$ cat config.mk
export PLATFORM = sky130hd
export DESIGN_NAME = simple_pipe_issue_arb
export DESIGN_NICKNAME = d
export VERILOG_FILES = /design/src/rtl/simple_pipe_pkg.sv /design/src/rtl/simple_pipe_issue_arb_issue_slot.sv /design/src/rtl/simple_pipe_issue_arb.sv
export SDC_FILE = /design/constraint.sdc
export NUM_CORES = 1
export LEC_CHECK = 0
export ABC_AREA = 1
export BUFFER_PORTS_ARGS = -buffer_cell sky130_fd_sc_hd__buf_2
export CAP_MARGIN = 5
export CORE_AREA = 2 2 67 69
export CTS_CLUSTER_SIZE = 20
export DETAILED_ROUTE_END_ITERATION = 7
export DIE_AREA = 0 0 69 71
export GPL_TIMING_DRIVEN = 0
export SYNTH_ARGS = -nofsm -noshare
export SYNTH_HDL_FRONTEND = slang
export SYNTH_HIERARCHICAL = 1
export SYNTH_SLANG_ARGS = --single-unit
$ cat constraint.sdc
create_clock -name clk -period 2 [get_ports clk]
set_input_delay 0.1 -clock clk [delete_from_list [all_inputs] [get_ports clk]]
set_output_delay 0.1 -clock clk [all_outputs]
set_load 0.02 [all_outputs]
$ cat src/rtl/simple_pipe_pkg.sv
// Shared definitions for the 4-register pipeline issue path.
// Instruction layout: {op[7:6], rs1[5:4], rs2[3:2], rd[1:0]}.
package simple_pipe_pkg;

    localparam logic [1:0] OP_NOP = 2'b00;
    localparam logic [1:0] OP_ADD = 2'b01;
    localparam logic [1:0] OP_SUB = 2'b10;
    localparam logic [1:0] OP_AND = 2'b11;

    localparam logic [7:0] INST_NOP = 8'h00;

    typedef enum logic [1:0] {
        RUN   = 2'd0,
        DRAIN = 2'd1,
        DONE  = 2'd2
    } arb_state_t;

    function automatic logic [1:0] inst_op(input logic [7:0] inst);
        return inst[7:6];
    endfunction

    function automatic logic [1:0] inst_rs1(input logic [7:0] inst);
        return inst[5:4];
    endfunction

    function automatic logic [1:0] inst_rs2(input logic [7:0] inst);
        return inst[3:2];
    endfunction

    function automatic logic [1:0] inst_rd(input logic [7:0] inst);
        return inst[1:0];
    endfunction

endpackage

$ cat src/rtl/simple_pipe_issue_arb_issue_slot.sv
// One-entry instruction buffer owned by a single requester.
// Ready is purely the registered empty flag, so there is no valid->ready path.
module issue_slot
    import simple_pipe_pkg::*;
(
    input  logic       clk,
    input  logic       rst,
    input  logic       in_valid,
    input  logic [7:0] in_inst,
    output logic       in_ready,
    input  logic       clear,
    output logic       full,
    output logic [7:0] inst
);

    assign in_ready = ~full;

    // Capture on valid&&ready; the arbiter only clears a full slot, so the two never collide.
    always_ff @(posedge clk) begin
        if (rst) begin
            full <= 1'b0;
            inst <= INST_NOP;
        end else if (clear) begin
            full <= 1'b0;
        end else if (in_valid && !full) begin
            full <= 1'b1;
            inst <= in_inst;
        end
    end

endmodule

$ cat src/rtl/simple_pipe_issue_arb.sv
// Round-robin issue controller for two requesters sharing the pipeline
// instruction port, with write-ownership squashing and a drain handshake.
//
// state | meaning
// RUN   | grants allowed, slots issue round-robin
// DRAIN | no grants; waiting for issued writes to retire
// DONE  | quiesced, drain_done high until drain_req drops
module simple_pipe_issue_arb
    import simple_pipe_pkg::*;
#(
    parameter int         PIPE_DEPTH = 3,
    parameter logic [3:0] WMASK0     = 4'b0011,
    parameter logic [3:0] WMASK1     = 4'b1100
) (
    input  logic       clk,
    input  logic       rst,
    input  logic       req0_valid,
    input  logic [7:0] req0_inst,
    output logic       req0_ready,
    input  logic       req1_valid,
    input  logic [7:0] req1_inst,
    output logic       req1_ready,
    output logic [7:0] issue_inst,
    output logic       issue_src,
    output logic       issue_vld,
    input  logic       drain_req,
    output logic       drain_done,
    output logic [1:0] err_illegal
);

    arb_state_t            state;
    arb_state_t            state_nxt;
    logic [1:0]            slot_full;
    logic [1:0]            slot_clear;
    logic [7:0]            slot_inst0;
    logic [7:0]            slot_inst1;
    logic                  rr_last;
    logic                  grant_vld;
    logic                  grant_idx;
    logic                  illegal;
    logic [7:0]            sel_inst;
    logic [3:0]            sel_mask;
    logic [7:0]            issue_nxt;
    logic [PIPE_DEPTH-1:0] inflight;

    issue_slot u_slot0 (
        .clk      (clk),
        .rst      (rst),
        .in_valid (req0_valid),
        .in_inst  (req0_inst),
        .in_ready (req0_ready),
        .clear    (slot_clear[0]),
        .full     (slot_full[0]),
        .inst     (slot_inst0)
    );

    issue_slot u_slot1 (
        .clk      (clk),
        .rst      (rst),
        .in_valid (req1_valid),
        .in_inst  (req1_inst),
        .in_ready (req1_ready),
        .clear    (slot_clear[1]),
        .full     (slot_full[1]),
        .inst     (slot_inst1)
    );

    // Round-robin grant among full slots; the requester not served last wins a tie.
    always_comb begin
        grant_vld = 1'b0;
        grant_idx = 1'b0;
        if (state == RUN) begin
            if (slot_full[0] && slot_full[1]) begin
                grant_vld = 1'b1;
                grant_idx = ~rr_last;
            end else if (slot_full[0]) begin
                grant_vld = 1'b1;
            end else if (slot_full[1]) begin
                grant_vld = 1'b1;
                grant_idx = 1'b1;
            end
        end
    end

    assign slot_clear = {grant_vld & grant_idx, grant_vld & ~grant_idx};
    assign sel_inst   = grant_idx ? slot_inst1 : slot_inst0;
    assign sel_mask   = grant_idx ? WMASK1 : WMASK0;
    assign illegal    = grant_vld && (inst_op(sel_inst) != OP_NOP) && !sel_mask[inst_rd(sel_inst)];
    assign issue_nxt  = (grant_vld && !illegal) ? sel_inst : INST_NOP;

    // Issue register, round-robin pointer, sticky error flags and write-retire tracker.
    always_ff @(posedge clk) begin
        if (rst) begin
            issue_inst  <= INST_NOP;
            issue_vld   <= 1'b0;
            issue_src   <= 1'b0;
            rr_last     <= 1'b1;
            err_illegal <= 2'b00;
            inflight    <= '0;
        end else begin
            issue_inst <= issue_nxt;
            issue_vld  <= grant_vld;
            if (grant_vld) begin
                issue_src <= grant_idx;
                rr_last   <= grant_idx;
            end
            if (illegal) begin
                err_illegal[grant_idx] <= 1'b1;
            end
            inflight <= {inflight[PIPE_DEPTH-2:0], (inst_op(issue_nxt) != OP_NOP)};
        end
    end

    // Drain state register.
    always_ff @(posedge clk) begin
        if (rst) begin
            state <= RUN;
        end else begin
            state <= state_nxt;
        end
    end

    // Drain sequencing; dropping drain_req always returns to RUN.
    always_comb begin
        state_nxt = state;
        case (state)
            RUN: begin
                if (drain_req) state_nxt = DRAIN;
            end
            DRAIN: begin
                if (!drain_req) begin
                    state_nxt = RUN;
                end else if ((inflight == '0) && !issue_vld) begin
                    state_nxt = DONE;
                end
            end
            DONE: begin
                if (!drain_req) state_nxt = RUN;
            end
            default: state_nxt = RUN;
        endcase
    end

    assign drain_done = (state == DONE);

endmodule
==> results of run 1 <==
-- worst max path at each step --
| stage | endpoint | depth (start not counted) |
|---|---|---|
| final | u_slot0/inst[5] | 9 |
| after floorplan | u_slot0/inst[5] | 9 |
| after global routing | u_slot0/inst[5] | 9 |
| after global placement | u_slot0/inst[5] | 9 |
| after detailed placement | u_slot0/inst[5] | 9 |
| after CTS | u_slot0/inst[5] | 9 |
-- registers in the layout (all words and copies together) (netlist names) --
register	flops
u_slot0/full	1
issue_vld	1
inflight	3
state	2
rr_last	1
u_slot1/full	1
issue_inst	8
u_slot0/inst	8
issue_src	1
u_slot1/inst	8
err_illegal	2
-- logic make-up after synthesis --
| family | Yosys count | synth area share [%] |
|---|---|---|
| simple gates | 102 | 30.98 |
| buf+inv | 43 | 12.21 |
| compound gates | 29 | 11.74 |
| flops | 36 | 45.07 |
-- power breakdown --
part           internal [mW]  switching, mW
clock network          0.624          0.254
logic                  0.138          0.228
registers              0.780         0.0428
-- placed cells by master (no fill, tap or decap), types with 4 or more instances in the layout --
master / n
nand4_1: 4
clkbuf_8: 5
nor2_1: 23
nand3_1: 19
dfxtp_1: 36
nand2_1: 40
a21oi_1: 18
buf_2: 36
buf_6: 4
nor2_4: 4
inv_1: 33
a21oi_2: 6
-- synthesized netlist by cell type --
master	number
nand2_1	40
buf_6	4
dfxtp_1	36
nand3_2	1
o211ai_2	1
inv_2	3
a31oi_1	1
a21oi_1	18
inv_1	33
nor3_1	3
buf_2	3
nand4_1	4
nand2_4	1
nor2_2	3
nor2_1	23
o21ai_2	2
a21oi_2	6
nor2_4	4
nand2_2	3
nand3_1	19
nand2_8	1
a32oi_1	1
-- layout make-up --
class / instances / area, um^2
Fill cell: 453 / 2216
Sequential cell: 36 / 720.7
Multi-Input combinational cell: 131 / 683.2
Timing Repair Buffer: 33 / 165.2
Inverter: 36 / 135.1
Clock inverter: 3 / 90.09
Clock buffer: 5 / 68.82
Tap cell: 52 / 65.06
Buffer: 7 / 60.06
-- metal layers --
metal | wire (um) | share of wire [%]
met4 | 15 | 0.48
met1 | 1506 | 49
met2 | 1432 | 46
met3 | 149 | 4.8
met5 | 0 | 0
-- tightest hold or removal path, cell delays in order --
cell     delay (ps)
buf_2           100
a32oi_1          50
nor2_1           70
==> summary.txt, run 1 <==
Setup slack, reg-to-reg: 210 ps
Pleak: 0.9826 nW
Proportion of layout cells with a drive suffix above 1: 29.08%
PwrDens: 1039 nW/um^2
R2R depth: 9
DRT antenna net count: 0
Fmax: 560.2 MHz
Worst Setup Start Kind: flip-flop
Synth top area share: 45.07%
CP max FO: 10
Most used routing layer: met2
RePlAce Congestion: 0.7287
Later-pin clock latency in the skew report: 290 ps
Max Clock Skew: 5.309 ps
Post-synthesis sequential area ratio: 45.07%
CTS clk-pin slew, worst paths: 70 ps
GRT Residual Overflow: 0
Total power: 2.066 mW
Arr. time, crit path: 1970 ps
Worst path top cell family by delay: simple AND/OR/NAND/NOR gates
Final instance area: 1988 um^2
Worst path buffer plus inverter count: 3
HPWL after detailed placement: 2263 um
TritonRoute pass-1 iters: 4
Port buffer count: 33
Worst stage delay on the critical path: 580 ps
Initial Utilization: 38.04%
Core Box Area: 4204 um^2
Finished Layout Cells: 303
Worst hold path type: input port to flip-flop
Crit-path cells: nand3_2 > buf_2 > nand2_1 > inv_1 > nor2_4 > buf_6 > nand3_1 > nand2_1 > nor2_1
CP Capture Type: flip-flop
R2R Path End: u_slot0/inst[5]
H-tree levels: 2
Cell count after placement: 295
Placed Area: 1829 um^2
Mapped Nets: 231
First-pass GRT wire length: 5333 um
Initial antenna violation count: 0
Post-CTS setup buffers: 0
CP Launch Point: u_slot1/full
Routed len/inst: 10.24 um
Grt met2 use: 22.01%
Detailed-route via count: 1,386
Die area: 4899 um^2
Max Slew Vio Count: 0
Via density: 4.574
Cells after Synth: 210
Synth top area cells: dfxtp_1 45%, nand2_1 9.4%, inv_1 7.7%, nand3_1 5.9%, a21oi_1 5.6%
Hold Crit Endpoint: state[1]
Hold path start: drain_req
Critical path's slowest cell: dfxtp_1
Largest net degree at the start of global routing: 13
Most common cell on crit path: nand2_1
Met1 Use GR: 16.70%
Cts hold-fix bufs: 0
Vias in the first global route: 1,239
Post-layout util: 47.29%
CP required: 2180 ps
RSZ-0062 raised after global routing: no
Pre-CTS setup slack: 208.7 ps
Slew at the pin with the worst max-slew slack: 418.7 ps
Post-synth top area cell: dfxtp_1
Ys Warns: 6
Antenna diode count: 0
Clock Path Buffers: 2
Top Ports: 36
Area grow syn2layout: 24.34%
Final worst slack: 214.8 ps
Num rows: 24
Total CTS buffers: 5
Synth cell types: 22
Peak VDD IR: 0.4563 mV
Hold Fails Final Rpt: 0
Worst relative slew slack: 72.05%
Critical path type: flip-flop to flip-flop
RR Startpoint: u_slot1/full
Clock Sinks: 36
Setup TNS: 0 ps
Die Ht: 71 um
Syn avg cell area: 7.614 um^2
WHS: 70.84 ps
Nets: 271
Gr usage total: 13.52%
Final Setup Violations: 0
Max-cap check violation count: 0
Hold Path Stages: 3
Final Cycle Share: 89.26%
Post-CTS Resized: 0
Synth Cell Area: 1599 um^2
Die Wd: 69 um
Initial drt markers: 43
DR DRC count: 0
Met3 Track Usage GR: 5.413%
Root buffer cell: clkbuf_8
Time the worst path needs with I/O delays and setup: 1785 ps
CTS tree: built
Synth Register Bits: 36
Status: finished clean
Drt total wl: 3104 um
No activity file was read; power rests on OpenSTA's default activity.
==> run 2, diff against run 1 <==
--- a/config.mk
+++ b/config.mk
@@ -8,3 +8,2 @@
 export ABC_AREA = 1
-export BUFFER_PORTS_ARGS = -buffer_cell sky130_fd_sc_hd__buf_2
 export CAP_MARGIN = 5
@@ -14,2 +13,3 @@
 export DIE_AREA = 0 0 69 71
+export DONT_BUFFER_PORTS = 1
 export GPL_TIMING_DRIVEN = 0
==> constraint.sdc (replaced) <==
create_clock -name clk -period 2 [get_ports clk]
set_input_delay 0 -clock clk [delete_from_list [all_inputs] [get_ports clk]]
set_output_delay 0 -clock clk [all_outputs]
set_load 0.02 [all_outputs]
==> run 2 against run 1 <==
  * Critical path depth unchanged
  * Largest cell class unchanged
  * Clock power down 40%
  * Register-to-register slack better by 20 ps
  * Wire length up 7.0%
==> summary.txt, run 2 (synthesis gave the netlist of run 1 again) <==
Status: finished clean
Die area: 4899 um^2 (unchanged)
Die Ht: 71 um (unchanged)
Post-CTS Resized: 0 (unchanged)
DR DRC count: 0 (unchanged)
Largest net degree at the start of global routing: 12 (-1)
Nets: 256 (-5.5%)
Routed len/inst: 11.53 um (+13%)
Final Setup Violations: 0 (unchanged)
Max Clock Skew: 5.396 ps (+0.08738 ps)
Antenna diode count: 0 (unchanged)
PwrDens: 886.0 nW/um^2 (-15%)
Worst relative slew slack: 67.10% (-4.9 points)
Proportion of layout cells with a drive suffix above 1: 16.95% (-12 points)
Later-pin clock latency in the skew report: 290 ps (about the same)
First-pass GRT wire length: 5602 um (+5.0%)
Die Wd: 69 um (unchanged)
Clock Path Buffers: 2 (unchanged)
Total CTS buffers: 5 (unchanged)
Initial Utilization: 38.04% (unchanged)
Port buffer count: 0 (-100%)
Detailed-route via count: 1,369 (-1.2%)
Final Cycle Share: 88.47% (-0.79 points)
Core Box Area: 4204 um^2 (unchanged)
Vias in the first global route: 1,352 (+9.1%)
Num rows: 24 (unchanged)
Most common cell after layout, fill and taps aside: nand2_1
Arr. time, crit path: 1950 ps (-20 ps)
Initial antenna violation count: 0 (unchanged)
Time the worst path needs with I/O delays and setup: 1769 ps (-15.76 ps)
CTS clk-pin slew, worst paths: 70 ps (about the same)
CP max FO: 10 (unchanged)
GRT Residual Overflow: 0 (unchanged)
TritonRoute pass-1 iters: 4 (unchanged)
CP required: 2180 ps (about the same)
Clock Sinks: 36 (unchanged)
Fmax: 565.2 MHz (+0.89%)
Gr usage total: 14.46% (+0.94 points)
Commonest non-fill, non-tap cells in the layout: 40 x nand2_1, 36 x dfxtp_1, 33 x inv_1
HPWL after detailed placement: 2236 um (-1.2%)
Max Slew Vio Count: 0 (unchanged)
CTS tree: built
RSZ-0062 raised after global routing: no
Top Ports: 36 (unchanged)
Initial drt markers: 36 (-16%)
Critical path type: flip-flop to flip-flop
Worst Setup Start Kind: flip-flop
Slew at the pin with the worst max-slew slack: 491.9 ps (+73.16 ps)
CP Capture Type: flip-flop
Setup TNS: 0 ps (unchanged)
Via density: 4.753 (+3.9%)
Largest regs: issue_inst x8, u_slot0/inst x8, u_slot1/inst x8
Post-layout util: 46.07% (-1.2 points)
DRT antenna net count: 0 (unchanged)
Worst hold path type: input port to flip-flop
Drt total wl: 3321 um (+7.0%)
H-tree levels: 2 (unchanged)
Hold Fails Final Rpt: 0 (unchanged)
Root buffer cell: clkbuf_8
Max-cap check violation count: 0 (unchanged)
Peak VDD IR: 0.3891 mV (-15%)
Pleak: 0.8826 nW (-10%)
RePlAce Congestion: 0.7382 (+1.3%)
Area grow syn2layout: 21.13%
## run 2: cell count changes in the layout (fill, tap and decap cells not counted)
| cell | delta |
|---|---|
| buf_2 | -33 |
| bufinv_16 | -3 |
| clkbuf_8 | +1 |
| clkinv_2 | +2 |
| dlygate4sd3_1 | +18 |
## run 2: final cells by class
type	instances	area, um^2
sequential	36	720.7
inverter	36	135.1
tap	52	65.06
timing repair buffer	18	180.2
clock buffer	6	82.58
clock inverter	2	10.01
buffer	7	60.06
fill	444	2267
multi-input combinational	131	683.2
## run 2: repair_timing
| action | 4_1_cts | 5_1_grt |
|---|---|---|
| setup buffers | 0 | 0 |
| hold buffers | 18 | 0 |
| endpoints found under the hold margin | 36 | 0 |
## run 2: where the power goes
part	switching (mW)	total, mW	internal, mW
Combinational	0.209	0.347	0.137
Clock	0.252	0.527	0.275
Sequential	0.0626	0.843	0.780
## run 2: worst max-delay path, stage by stage, from the launching register on
cell and delay [ps]:
dfxtp_1 570, nand3_2 190, buf_2 230, nand2_1 80
inv_1 70, nor2_4 170, buf_6 170, nand3_1 70
nand2_1 70, nor2_1 40
## run 2: routing by layer
layer | share of wire (%) | up-vias | GRT usage [%]
met5 | 0 | - | 0
met4 | 2.6 | 0 | 7.843
met3 | 4.6 | 9 | 5.128
met2 | 48 | 30 | 25.00
met1 | 45 | 627 | 15.47
li1 | - | 703 | -
## run 2: path summary, 6_finish.rpt
kind / slack [ps] / endpoint / from / cells after the start
min: 40 / state[1] / drain_req / 4
max: 230 / u_slot0/inst[5] / u_slot1/full / 9
min reg2reg: 430 / inflight[1] / inflight[0] / 2
max reg2reg: 230 / u_slot0/inst[5] / u_slot1/full / 9
## run 2: metrics by stage
step / hold slack (ps) / instance area [um^2] / worst slack [ps] / std cells / total power, mW
after floorplan: 69.07 / 1599 / 489.7 / 210 / 1.116
after global placement: 71.86 / 1664 / 268.4 / 262 / 1.170
after detailed placement: 72.25 / 1664 / 247.2 / 262 / 1.174
after CTS: 33.41 / 1937 / 226.3 / 288 / 1.734
after global routing: 59.66 / 1937 / 84.68 / 288 / 1.811
final: 40.62 / 1937 / 230.6 / 288 / 1.716
==> run 3, diff against run 2 <==
CORE_AREA = 2 2 68 70   (was 2 2 67 69)
DIE_AREA = 0 0 70 72   (was 0 0 69 71)
GPL_TIMING_DRIVEN = unset   (was 0)
RECOVER_POWER = 50   (was unset)
==> run 3 against run 2 <==
  * Non-clock buffer count down 3
  * Sequential cell count unchanged
  * Utilization down 1.6 points
  * Cell count down 1.0%
  * Sequential share of layout area up 0.79 points
  * Power down 1.7%
  * Hold slack worse by 6.4 ps
  * Clock-buffer cell count unchanged
  * Final area down 2.1%
  * Worst setup slack better by 58 ps
  * Clock skew about the same
  * Largest cell class unchanged
  * Largest power group unchanged
==> summary.txt, run 3 (synthesis gave the netlist of run 1 again) <==
Status: finished clean
Max-cap check violation count: 0 (unchanged)
PwrDens: 889.0 nW/um^2 (+0.33%)
Clock power share: 31.1% (+0.4 points)
Worst Setup Start Kind: flip-flop
Top Ports: 36 (unchanged)
Commonest non-fill, non-tap cells in the layout: 40 x nand2_1, 36 x dfxtp_1, 33 x inv_1
Initial drt markers: 44 (+22%)
DRT antenna net count: 0 (unchanged)
WHS: 34.19 ps (-6.428 ps)
Placed Area: 1619 um^2 (-2.7%)
Post-CTS Resized: 0 (unchanged)
Sw Ratio: 30.36% (-0.17 points)
CTS tree: built
Gr usage total: 14.56% (+0.11 points)
Routed len/inst: 11.46 um (-0.62%)
Post-CTS setup buffers: 0 (unchanged)
Initial Utilization: 37.50% (-0.54 points)
Final Cycle Share: 85.59% (-2.9 points)
Max Slew Vio Count: 0 (unchanged)
Proportion of layout cells with a drive suffix above 1: 13.73% (-3.2 points)
Time the worst path needs with I/O delays and setup: 1712 ps (-57.59 ps)
RSZ-0062 raised after global routing: no
Worst relative slew slack: 62.20% (-4.9 points)
Most common cell after layout, fill and taps aside: nand2_1
Finished Layout Cells: 285 (-1.0%)
Vias in the first global route: 1,295 (-4.2%)
Root buffer cell: clkbuf_8
Later-pin clock latency in the skew report: 290 ps (about the same)
Switching power: 511.9 uW (-2.3%)
Area grow syn2layout: 18.62%
Setup TNS: 0 ps (unchanged)
Nets: 253 (-1.2%)
Hold Fails Final Rpt: 0 (unchanged)
Die Ht: 72 um (+1.4%)
Arr. time, crit path: 1900 ps (-50 ps)
Cell count after placement: 257 (-1.9%)
Drt total wl: 3266 um (-1.7%)
Die area: 5040 um^2 (+2.9%)
GRT Residual Overflow: 0 (unchanged)
Initial antenna violation count: 0 (unchanged)
Num rows: 24 (unchanged)
Fmax: 584.2 MHz (+3.4%)
Critical path type: flip-flop to flip-flop
Detailed-route via count: 1,329 (-2.9%)
HPWL after detailed placement: 2173 um (-2.8%)
Clock Path Buffers: 2 (unchanged)
P_int: 1.174 mW (-1.5%)
CTS clk-pin slew, worst paths: 70 ps (about the same)
Largest regs: issue_inst x8, u_slot0/inst x8, u_slot1/inst x8
TritonRoute pass-1 iters: 4 (unchanged)
CP required: 2190 ps (about the same)
Final instance area: 1897 um^2 (-2.1%)
Worst hold path type: input port to flip-flop
Clock Sinks: 36 (unchanged)
Port buffer count: 0 (unchanged)
Power share of the combinational group: 19.1% (-1.1 points)
Register share of total power: 49.7% (+0.6 points)
Total power: 1.686 mW (-1.7%)
Die Wd: 70 um (+1.4%)
Pleak: 0.8571 nW (-2.9%)
H-tree levels: 2 (unchanged)
Core Box Area: 4264 um^2 (+1.4%)
CP Capture Type: flip-flop
Final Setup Violations: 0 (unchanged)
Antenna diode count: 0 (unchanged)
Peak VDD IR: 0.3479 mV (-11%)
Max Clock Skew: 5.393 ps (-0.002800 ps)
DR DRC count: 0 (unchanged)
Slew at the pin with the worst max-slew slack: 566.4 ps (+74.50 ps)
CP max FO: 16 (+6)
Largest net degree at the start of global routing: 18 (+6)
Total CTS buffers: 5 (unchanged)
First-pass GRT wire length: 5720 um (+2.1%)
Via density: 4.663 (-1.9%)
RePlAce Congestion: 0.7926 (+7.4%)
[run 3: cell types whose count changed in the layout (fill, tap and decap cells not counted), sizes merged]
cell	delta
clkbuf	+2
dlygate4sd3	+2
buf	-7
[run 3: critical path: stages (launching register included)]
cell and delay, ps:
dfxtp_1 510, nand3_2 320, nand2_1 150, inv_1 80
nor2_4 280, nand3_1 120, nand2_1 90, nor2_1 40
[run 3: final cells by class]
cell class | count | area (um^2)
inverter | 36 | 135.1
timing repair buffer | 22 | 207.7
sequential | 36 | 720.7
clock buffer | 6 | 82.58
multi-input combinational | 131 | 675.6
tap | 52 | 65.06
fill | 451 | 2367
clock inverter | 2 | 10.01
[run 3: worst paths after layout]
path                startpoint         endpoint  slack [ps]  cells past startpoint
hold reg to reg    inflight[0]      inflight[1]         430                      2
setup / recovery  u_slot1/full  u_slot0/inst[7]         290                      7
hold / removal       drain_req         state[1]          30                      4
setup reg to reg  u_slot1/full  u_slot0/inst[7]         290                      7
[run 3: power by group through the flow]
stage               sequential [mW]  combinational (mW)  clock, mW
finish                        0.839               0.323      0.525
CTS                           0.840               0.333      0.550
global placement              0.855               0.288          0
floorplan                     0.847               0.269          0
detailed placement            0.856               0.289          0
global route                  0.846               0.372      0.588
[run 3: what timing repair did]
item                       4_1_cts  5_1_grt
hold endpoints to repair        36        0
setup endpoints to repair        0        0
hold buffers                    20        0
[run 3: through the flow]
| stage | worst slack (ps) | util (%) |
|---|---|---|
| finish | 288.2 | 44.48 |
| global route | 82.96 | 44.48 |
| CTS | 264.0 | 44.84 |
| detailed placement | 289.8 | 37.97 |
| global placement | 336.4 | 37.97 |
| floorplan | 489.7 | - |
[run 3: metal layers]
metal,routed length (um),GRT usage (%),vias up
li1,-,-,705
met1,1471,16.64,587
met2,1553,23.92,30
met3,179,6.389,7
met4,61,6.197,0
met5,0,0,-
